`config.mk`:
```
export PLATFORM = sky130hd
export DESIGN_NAME = axis_rr_packet_mux_flat
export DESIGN_NICKNAME = d
export VERILOG_FILES = /design/src/rtl/axis_rr_packet_mux_pkg.sv /design/src/rtl/axis_rr_packet_mux_if.sv /design/src/rtl/axis_rr_packet_mux_rr_base_grant.sv /design/src/rtl/axis_rr_packet_mux.sv /design/src/flat_wrapper.sv
export SDC_FILE = /design/constraint.sdc
export NUM_CORES = 1
export LEC_CHECK = 0
export ABC_CLOCK_PERIOD_IN_PS = 3250
export BUFFER_PORTS_ARGS = -buffer_cell sky130_fd_sc_hd__buf_2
export CAP_MARGIN = 20
export CORE_AREA = 4 4 133 135
export CTS_BUF_LIST = sky130_fd_sc_hd__clkbuf_16
export CTS_CLUSTER_DIAMETER = 80
export DETAILED_ROUTE_END_ITERATION = 8
export DIE_AREA = 0 0 137 139
export GPL_ROUTABILITY_DRIVEN = 0
export GPL_TIMING_DRIVEN = 0
export PLACE_DENSITY = 0.55
export SYNTH_ARGS = -nofsm -noshare
export SYNTH_HDL_FRONTEND = slang
export SYNTH_SLANG_ARGS = --single-unit
```
`constraint.sdc`:
```
create_clock -name clk -period 3.25 [get_ports clk]
set_input_delay 0.4875 -clock clk [delete_from_list [all_inputs] [get_ports clk]]
set_output_delay 0.4875 -clock clk [all_outputs]
set_load 0.1 [all_outputs]
```
`src/rtl/axis_rr_packet_mux_pkg.sv`:
```
// rtl/axis_rr_packet_mux_pkg.sv - shared FSM encoding and one-hot index helper
package axis_rr_packet_mux_pkg;

  typedef enum logic {
    ST_IDLE = 1'b0,
    ST_LOCK = 1'b1
  } state_t;

  localparam int MAX_REQ   = 32;
  localparam int ENC_WIDTH = 5;

  // Binary index of the set bit; callers zero-extend narrower one-hot vectors.
  function automatic logic [ENC_WIDTH-1:0] onehot_to_bin(input logic [MAX_REQ-1:0] onehot);
    logic [ENC_WIDTH-1:0] idx;
    idx = '0;
    for (int i = 0; i < MAX_REQ; i++) begin
      if (onehot[i]) idx = idx | ENC_WIDTH'(i);
    end
    return idx;
  endfunction

endpackage

```
`src/rtl/axis_rr_packet_mux_if.sv`:
```
// rtl/axis_rr_packet_mux_if.sv - upstream and downstream stream bundle for the packet mux
interface axis_rr_packet_mux_if #(
  parameter int NUM_REQ    = 4,
  parameter int DATA_WIDTH = 64,
  parameter int ID_WIDTH   = $clog2(NUM_REQ)
);
  logic [NUM_REQ*DATA_WIDTH-1:0] s_axis_tdata;
  logic [NUM_REQ-1:0]            s_axis_tvalid;
  logic [NUM_REQ-1:0]            s_axis_tlast;
  logic [NUM_REQ-1:0]            s_axis_tready;
  logic [DATA_WIDTH-1:0]         m_axis_tdata;
  logic                          m_axis_tvalid;
  logic                          m_axis_tlast;
  logic [ID_WIDTH-1:0]           m_axis_tid;
  logic                          m_axis_tready;

  // master: the mux, which drives the shared egress stream
  modport master (
    input  s_axis_tdata, s_axis_tvalid, s_axis_tlast,
    output s_axis_tready,
    output m_axis_tdata, m_axis_tvalid, m_axis_tlast, m_axis_tid,
    input  m_axis_tready
  );

  modport slave (
    output s_axis_tdata, s_axis_tvalid, s_axis_tlast,
    input  s_axis_tready,
    input  m_axis_tdata, m_axis_tvalid, m_axis_tlast, m_axis_tid,
    output m_axis_tready
  );
endinterface

```
`src/rtl/axis_rr_packet_mux_rr_base_grant.sv`:
```
// rtl/axis_rr_packet_mux_rr_base_grant.sv - rotating-priority grant starting at the base bit
module rr_base_grant #(
  parameter int NUM_REQ = 4
) (
  input  logic [NUM_REQ-1:0] base,
  input  logic [NUM_REQ-1:0] request,
  output logic [NUM_REQ-1:0] grant
);
  logic [2*NUM_REQ-1:0] double_req;
  logic [2*NUM_REQ-1:0] masked;

  // Borrow from the subtraction stops at the first request at or above base, wrapping via the upper copy.
  assign double_req = {request, request};
  assign masked     = double_req & ~(double_req - {{NUM_REQ{1'b0}}, base});
  assign grant      = masked[NUM_REQ-1:0] | masked[2*NUM_REQ-1:NUM_REQ];
endmodule

```
`src/rtl/axis_rr_packet_mux.sv`:
```
// rtl/axis_rr_packet_mux.sv - round-robin packet-locked stream mux with registered output slice
module axis_rr_packet_mux
  import axis_rr_packet_mux_pkg::*;
#(
  parameter int NUM_REQ    = 4,
  parameter int DATA_WIDTH = 64,
  parameter int ID_WIDTH   = $clog2(NUM_REQ)
) (
  input  logic                 clk,
  input  logic                 rst,
  input  logic                 arb_enable,
  axis_rr_packet_mux_if.master axis,
  output logic [NUM_REQ-1:0]   cur_grant,
  output logic                 busy
);
  state_t                  state;
  logic [NUM_REQ-1:0]      ptr;
  logic [NUM_REQ-1:0]      req;
  logic [NUM_REQ-1:0]      rr_grant;
  logic [ENC_WIDTH-1:0]    grant_idx;
  logic [ID_WIDTH-1:0]     tid_q;
  logic                    out_ready;
  logic                    accept;
  logic [DATA_WIDTH-1:0]   beat_data;
  logic                    beat_last;

  // With arbitration disabled only port 0 may compete.
  assign req       = arb_enable ? axis.s_axis_tvalid
                                : {{(NUM_REQ-1){1'b0}}, axis.s_axis_tvalid[0]};
  assign out_ready = ~axis.m_axis_tvalid | axis.m_axis_tready;
  assign axis.s_axis_tready = (state == ST_LOCK && out_ready) ? cur_grant : '0;
  assign accept    = |(axis.s_axis_tvalid & axis.s_axis_tready);
  assign busy      = (state == ST_LOCK);
  assign grant_idx = onehot_to_bin(MAX_REQ'(rr_grant));

  rr_base_grant #(.NUM_REQ(NUM_REQ)) u_rr_base_grant (
    .base    (ptr),
    .request (req),
    .grant   (rr_grant)
  );

  always_comb begin
    beat_data = '0;
    beat_last = 1'b0;
    for (int i = 0; i < NUM_REQ; i++) begin
      if (cur_grant[i]) begin
        beat_data = beat_data | axis.s_axis_tdata[i*DATA_WIDTH +: DATA_WIDTH];
        beat_last = beat_last | axis.s_axis_tlast[i];
      end
    end
  end

  always_ff @(posedge clk or posedge rst) begin
    if (rst) begin
      state              <= ST_IDLE;
      ptr                <= NUM_REQ'(1);
      cur_grant          <= '0;
      tid_q              <= '0;
      axis.m_axis_tdata  <= '0;
      axis.m_axis_tvalid <= 1'b0;
      axis.m_axis_tlast  <= 1'b0;
      axis.m_axis_tid    <= '0;
    end else begin
      // A load below overrides this drain, giving take-and-load in the same cycle.
      if (axis.m_axis_tvalid && axis.m_axis_tready) axis.m_axis_tvalid <= 1'b0;
      case (state)
        ST_IDLE: begin
          if (|req) begin
            cur_grant <= rr_grant;
            tid_q     <= ID_WIDTH'(grant_idx);
            state     <= ST_LOCK;
          end
        end
        ST_LOCK: begin
          if (accept) begin
            axis.m_axis_tdata  <= beat_data;
            axis.m_axis_tlast  <= beat_last;
            axis.m_axis_tid    <= tid_q;
            axis.m_axis_tvalid <= 1'b1;
            if (beat_last) begin
              state     <= ST_IDLE;
              cur_grant <= '0;
              if (arb_enable) ptr <= {cur_grant[NUM_REQ-2:0], cur_grant[NUM_REQ-1]};
            end
          end
        end
        default: state <= ST_IDLE;
      endcase
    end
  end
endmodule

```
`src/flat_wrapper.sv`:
```
// flat-port wrapper written by rule: the top's interface ports become plain ports
module axis_rr_packet_mux_flat import axis_rr_packet_mux_pkg::*;
#(
  parameter int NUM_REQ    = 4,
  parameter int DATA_WIDTH = 64,
  parameter int ID_WIDTH   = $clog2(NUM_REQ)
)
  (clk, rst, arb_enable, cur_grant, busy, axis_s_axis_tdata, axis_s_axis_tvalid, axis_s_axis_tlast, axis_s_axis_tready, axis_m_axis_tdata, axis_m_axis_tvalid, axis_m_axis_tlast, axis_m_axis_tid, axis_m_axis_tready);
  axis_rr_packet_mux_if #(.NUM_REQ(NUM_REQ), .DATA_WIDTH(DATA_WIDTH), .ID_WIDTH(ID_WIDTH)) axis_i ();
  input  logic clk;
  input  logic rst;
  input  logic arb_enable;
  output logic [NUM_REQ-1:0] cur_grant;
  output logic busy;
  input wire logic [$bits(axis_i.s_axis_tdata)-1:0] axis_s_axis_tdata;
  input wire logic [$bits(axis_i.s_axis_tvalid)-1:0] axis_s_axis_tvalid;
  input wire logic [$bits(axis_i.s_axis_tlast)-1:0] axis_s_axis_tlast;
  output wire logic [$bits(axis_i.s_axis_tready)-1:0] axis_s_axis_tready;
  output wire logic [$bits(axis_i.m_axis_tdata)-1:0] axis_m_axis_tdata;
  output wire logic [$bits(axis_i.m_axis_tvalid)-1:0] axis_m_axis_tvalid;
  output wire logic [$bits(axis_i.m_axis_tlast)-1:0] axis_m_axis_tlast;
  output wire logic [$bits(axis_i.m_axis_tid)-1:0] axis_m_axis_tid;
  input wire logic [$bits(axis_i.m_axis_tready)-1:0] axis_m_axis_tready;
  assign axis_i.s_axis_tdata = axis_s_axis_tdata;
  assign axis_i.s_axis_tvalid = axis_s_axis_tvalid;
  assign axis_i.s_axis_tlast = axis_s_axis_tlast;
  assign axis_s_axis_tready = axis_i.s_axis_tready;
  assign axis_m_axis_tdata = axis_i.m_axis_tdata;
  assign axis_m_axis_tvalid = axis_i.m_axis_tvalid;
  assign axis_m_axis_tlast = axis_i.m_axis_tlast;
  assign axis_m_axis_tid = axis_i.m_axis_tid;
  assign axis_i.m_axis_tready = axis_m_axis_tready;
  axis_rr_packet_mux #(.NUM_REQ(NUM_REQ), .DATA_WIDTH(DATA_WIDTH), .ID_WIDTH(ID_WIDTH)) u_core (.clk(clk), .rst(rst), .arb_enable(arb_enable), .axis(axis_i), .cur_grant(cur_grant), .busy(busy));
endmodule
```
# Word level (Yosys, flattened, before mapping)
# Index checks and enable logic that the tools add are counted.
[totals] romBits=0 word_cells=57 mem_bits_rw=0 latchBits=0 ff_bits=79 input_bits=268 mem_count=0
[classes] mul=0 order_cmp=0 bitwise=13 muxes=24 n_eq_ne=3 n_addsub=1 n_div=0 reduce_logical=8 shifts=0
[ops] operator="64-bit two-way mux" count=4
[ops] operator="64-bit bitwise OR" count=3
[ops] operator="4-bit two-way mux" count=5
[ops] operator="1-bit two-way mux" count=11
[ops] operator="8-bit AND" count=1
[ops] operator="8-bit NOT" count=1
[ops] operator="4-bit case mux with 2 select lines" count=1
[ops] operator="4-bit OR reduction" count=2
[ops] operator="8-bit by 4-bit subtractor with 8-bit output" count=1
[ops] operator="4-bit AND" count=1
[ops] operator="2-bit two-way mux" count=2
[ops] operator="2-bit inequality test, second input constant" count=2
[ops] operator="1-bit bitwise OR" count=4
[ops] operator="4-bit bitwise OR" count=1
[ops] operator="2-bit AND reduction" count=2
[ops] operator="4-bit AND reduction" count=1
[ops] operator="3-bit AND reduction" count=1
[ops] operator="1-bit logical AND" count=2
[ops] operator="2-bit by 1-bit inequality test with 1-bit output, second input constant" count=1
[ops] operator="1-bit NOT" count=2
[ops] operator="1-bit case mux with 2 select lines" count=1

# Depth between registers and ports, before layout
[logic_depth] ltp_word=10 mapped_depth=7 depth_no_buf=7

# Hierarchy
# A second synthesis with hierarchy kept.
[hier_totals] hier_cells=449 area_unflattened_um2=4377.9
[modules_own_cells] module="axis_rr_packet_mux" seq_area_each_um2=1978.1 area_each_um2=4191.5 instances=1 cells_each=425
[modules_own_cells] module="rr_base_grant" seq_area_each_um2=0.0 area_each_um2=186.4 instances=1 cells_each=24

# Worst setup path before layout
# OpenSTA, ideal clock, no wires.
[synth_timing] path_kind="reg2out" startpoint="register u_core.cur_grant[2]" endpoint="output port axis_s_axis_tready[2]" setup_slack_ns=0.205 arrival_ns=2.557 path_stages_with_launch=5 cell_sequence="dfrtp_1 -> clkbuf_1 -> clkbuf_1 -> clkbuf_1 -> and3_1"
[synth_between] elab_chain_len=1
[synth_lines] item="start, declared" line="axis_rr_packet_mux.sv:13" text="output logic [NUM_REQ-1:0] cur_grant,"
[synth_lines] item="start signal, assigned" line="axis_rr_packet_mux.sv:69" text="cur_grant <= rr_grant;"
[synth_lines] item="4-bit two-way mux" line="axis_rr_packet_mux.sv:31" text="assign axis.s_axis_tready = (state == ST_LOCK && out_ready) ? cur_grant : '0;"
[synth_lines] item="end, declared" line="flat_wrapper.sv:18" text="output wire logic [$bits(axis_i.s_axis_tready)-1:0] axis_s_axis_tready;"
# Every way passes these cells.

# Worst setup path in the final report
# Same ends and word-level chain as after synthesis.

==> impl_metrics.prom <==
# TYPE chip_impl_metric gauge
chip_impl_metric{name="post_cts_resized",unit=""} 2
chip_impl_metric{name="synthToLayoutAreaGrowth",unit="%"} 53.4
chip_impl_metric{name="rows",unit=""} 47
chip_impl_metric{name="insertedDiodeCount",unit=""} 0
chip_impl_metric{name="post_cts.repair.setup_buffers",unit=""} 0
chip_impl_metric{name="final.hold.worst_slack",unit="ps"} 205
chip_impl_info{name="timing.critical_path.cells",value="clkbuf_1 -> buf_1 -> clkbuf_2 -> and3_1 -> buf_2"} 1
chip_impl_metric{name="dp.cells",unit=""} 1015
chip_impl_metric{name="setup-tns-final",unit="ps"} 0
chip_impl_metric{name="routed_wire_length_per_instance",unit="microns"} 20.4
chip_impl_metric{name="timing.fmax",unit="MHz"} 323
chip_impl_metric{name="timing.slew.headroom",unit="%"} 45.7
chip_impl_info{name="crit_path_start_kind",value="flip-flop"} 1
chip_impl_metric{name="cts_htree_levels",unit=""} 3
chip_impl_metric{name="post-place-ws",unit="ps"} 189
chip_impl_metric{name="hold_viol",unit=""} 0
chip_impl_metric{name="clk_transition_reported_paths",unit="ps"} 60
chip_impl_metric{name="utilization",unit="%"} 39.9
chip_impl_metric{name="power-per-cell-area",unit="nW/um^2"} 1380
chip_impl_metric{name="effective_utilization_at_floorplan",unit="%"} 26.0
chip_impl_metric{name="first_global_vias",unit=""} 5179
chip_impl_metric{name="crit_fanout",unit=""} 10
chip_impl_metric{name="syn_inst",unit=""} 450
chip_impl_metric{name="overall_routed_net_length",unit="microns"} 21000
chip_impl_metric{name="detailroute.via_count",unit=""} 5211
chip_impl_metric{name="synth_edf_count",unit=""} 0
chip_impl_metric{name="clock_latency",unit="ps"} 340
chip_impl_metric{name="floorplan.io_pins",unit=""} 345
chip_impl_metric{name="clock_skew_after_layout",unit="ps"} 8.25
chip_impl_metric{name="post-route-period-util",unit="%"} 95.2
chip_impl_metric{name="worst-endpoint-required",unit="ps"} 2760
chip_impl_info{name="worstSetupEndpointType",value="output pin"} 1
chip_impl_metric{name="numCtsBuffers",unit=""} 9
chip_impl_metric{name="placement.io_buffers",unit=""} 344
chip_impl_metric{name="post-route-worst-setup-slack",unit="ps"} 156
chip_impl_metric{name="finalInstanceArea",unit="sq um"} 6570
chip_impl_metric{name="place.detailed.hpwl",unit="microns"} 16500
chip_impl_metric{name="drt_iter0_drc",unit=""} 293
chip_impl_metric{name="yosys_warnings",unit=""} 0
chip_impl_metric{name="final_cell_count_no_fill",unit=""} 1031
chip_impl_metric{name="initial_antenna_violation_count",unit=""} 1
chip_impl_metric{name="tritonroute_pass_1_iters",unit=""} 5
chip_impl_metric{name="die-area",unit="sq um"} 19000
chip_impl_info{name="rsz0062_at_grt",value="false"} 1
chip_impl_info{name="top_signal_layer_used",value="met5"} 1
chip_impl_metric{name="tritoncts_num_sinks",unit=""} 79
chip_impl_metric{name="die_width",unit="microns"} 137
chip_impl_info{name="yosys.cell_count.top_type",value="sky130_fd_sc_hd__a22oi_1"} 1
chip_impl_info{name="critPathKind",value="reg2out"} 1
chip_impl_metric{name="yosysUniqueCellTypes",unit=""} 35
chip_impl_metric{name="layout.nets",unit=""} 1078
chip_impl_metric{name="route.layer.met1.wl",unit="microns"} 8680
chip_impl_metric{name="syn-num-nets",unit=""} 722
chip_impl_metric{name="critical-path-max-stage-delay",unit="ps"} 510
chip_impl_info{name="synth_top_cell_by_area",value="sky130_fd_sc_hd__dfrtp_1"} 1
chip_impl_metric{name="ys_async_sr_fraction",unit="%"} 100
chip_impl_metric{name="critical_path_arrival",unit="ps"} 2610
chip_impl_info{name="synth_area_leaders",value="sky130_fd_sc_hd__dfrtp_1 46%, sky130_fd_sc_hd__a22oi_1 23%, sky130_fd_sc_hd__a31oi_1 9.6%, sky130_fd_sc_hd__nor2_1 5.8%, sky130_fd_sc_hd__clkbuf_1 2.8%"} 1
chip_impl_metric{name="dr_wl_met3",unit="microns"} 1570
chip_impl_metric{name="area_of_placed_instances",unit="sq um"} 6310
chip_impl_metric{name="remaining_drc_errors",unit=""} 0
chip_impl_metric{name="max-clock-path-buffers",unit=""} 2
chip_impl_metric{name="die_height",unit="microns"} 139
chip_impl_metric{name="irDropWorstVdd",unit="mV"} 0.515
chip_impl_metric{name="drive_above_1_share",unit="%"} 47.3
chip_impl_info{name="synth_common_cells",value="130 x sky130_fd_sc_hd__a22oi_1, 78 x sky130_fd_sc_hd__dfrtp_1, 66 x sky130_fd_sc_hd__a31oi_1, 66 x sky130_fd_sc_hd__nor2_1, 32 x sky130_fd_sc_hd__clkbuf_1"} 1
chip_impl_info{name="cts_root_buf",value="sky130_fd_sc_hd__clkbuf_16"} 1
chip_impl_metric{name="worst_pin_slew",unit="ps"} 814
chip_impl_metric{name="cap_viol_max_count",unit=""} 0
chip_impl_metric{name="buffering_stage_count_on_the_worst_path_with_inverters_included",unit=""} 4
chip_impl_metric{name="core_area",unit="sq um"} 16500
chip_impl_metric{name="yosys_register_bits",unit=""} 79
chip_impl_metric{name="gr-usage-all-layers",unit="%"} 20.8
chip_impl_metric{name="global_route_wire_length_before_repair",unit="microns"} 30100
chip_impl_metric{name="syn_area",unit="sq um"} 4290
chip_impl_metric{name="setup-violations-final",unit=""} 0
chip_impl_info{name="run_status",value="finished clean"} 1
chip_impl_metric{name="hold_buffers",unit=""} 0
chip_impl_metric{name="ant_nets",unit=""} 0
chip_impl_metric{name="synth.top_cell.area_share",unit="%"} 45.5
chip_impl_info{name="path_delay_family",value="buffers and inverters"} 1
chip_impl_info{name="worst_path_max_delay_cell",value="sky130_fd_sc_hd__buf_1"} 1
chip_impl_metric{name="slew_viol_final",unit=""} 0
chip_impl_metric{name="leakage",unit="nW"} 3.18
chip_impl_info{name="tritoncts_clock_tree",value="done"} 1
chip_impl_metric{name="grt_max_degree",unit=""} 41
chip_impl_info{name="worstHoldPathType",value="in2async"} 1
chip_impl_metric{name="routed-wl-met2",unit="microns"} 10300
chip_impl_metric{name="finalCriticalPeriod",unit="ps"} 3090
chip_impl_metric{name="filler_cell_count_in_the_final_layout",unit=""} 1760
chip_impl_info{name="synth_flop_cell",value="sky130_fd_sc_hd__dfrtp_1"} 1
chip_impl_metric{name="sequential_share_of_the_synthesized_area",unit="%"} 46.1
chip_impl_metric{name="finalPower",unit="mW"} 9.05
chip_impl_metric{name="vias_per_cell",unit=""} 5.05
chip_impl_metric{name="postSynthAreaPerCell",unit="sq um"} 9.53
chip_impl_metric{name="globalRouteOverflowTotal",unit=""} 0
-- sequential cells by signal (all words and copies together), names as in the netlist --
signal                     count
u_core.ptr                     4
u_core.axis.m_axis_tdata      64
u_core.cur_grant               4
u_core.axis.m_axis_tvalid      1
u_core.tid_q                   2
u_core.axis.m_axis_tid         2
u_core.busy                    1
u_core.axis.m_axis_tlast       1
-- cells by family after synthesis --
logic type	share of synthesized area, %
compound gates	37.0
fa+ha+maj	1.34
buf+inv	5.40
flops	46.1
mux	1.93
simple gates	8.17
-- layer usage --
metal  track usage (%)  vias to the layer above
met5                 0                        -
met4              7.30                        2
met3              4.03                       26
met2              35.8                      259
met1              25.8                     2445
li1                  -                     2479
-- layout make-up --
type	instances	area, sq um	area share (%)
Multi-Input combinational cell	316	2080	31.6
Sequential cell	79	1980	30.1
Timing Repair Buffer	345	1740	26.5
Tap cell	220	275	4.19
Clock buffer	9	225	3.43
Buffer	47	204	3.10
Clock inverter	7	40.0	0.609
Inverter	8	32.5	0.495
-- cells in the final DEF, fill, tap and decap left out, drive strengths merged, types with 2 or more instances in the layout --
cell type and n:
clkinvlp 3, dfrtp 78, a211o 2, ha 3
a22oi 130, and3 5, nor2 66, nand2 4
mux2 6, o211a 2, a21o 5, and2 2
nand3 2, clkbuf 40, a21oi 3, inv 8
clkinv 4, nor2b 3, a31oi 66, o21ai 3
buf 361, a22o 2
-- power breakdown --
group	internal, mW	switching (mW)	total (mW)
logic	1.22	5.16	6.39
clock network	0.509	0.420	0.929
registers	1.49	0.244	1.73
total	3.22	5.83	9.05
-- worst reg2reg max path, stage by stage, from the launching register on --
cell                       delay (ps)
sky130_fd_sc_hd__dfrtp_1          340
sky130_fd_sc_hd__clkbuf_1         330
sky130_fd_sc_hd__buf_1            510
sky130_fd_sc_hd__clkbuf_1         540
sky130_fd_sc_hd__a22oi_1          150
sky130_fd_sc_hd__a31oi_1          220
-- final timing paths --
check / endpoint / slack [ps] / depth (start not counted) / from
min in group clk: u_core.axis.m_axis_tdata[63]$_DFFE_PP0P_ / 470 / 3 / axis_s_axis_tdata[255]
max in group asynchronous: u_core.tid_q[1]$_DFFE_PP0P_ / 2440 / 3 / rst
max: axis_s_axis_tready[2] / 160 / 5 / u_core.cur_grant[2]$_DFFE_PP0P_
min: u_core.axis.m_axis_tdata[40]$_DFFE_PP0P_ / 200 / 2 / rst
min reg2reg: u_core.axis.m_axis_tlast$_DFFE_PP0P_ / 480 / 1 / u_core.axis.m_axis_tlast$_DFFE_PP0P_
max reg2reg: u_core.axis.m_axis_tdata[52]$_DFFE_PP0P_ / 1080 / 5 / u_core.cur_grant[2]$_DFFE_PP0P_
Note: power is estimated with default switching activity, not from simulation.
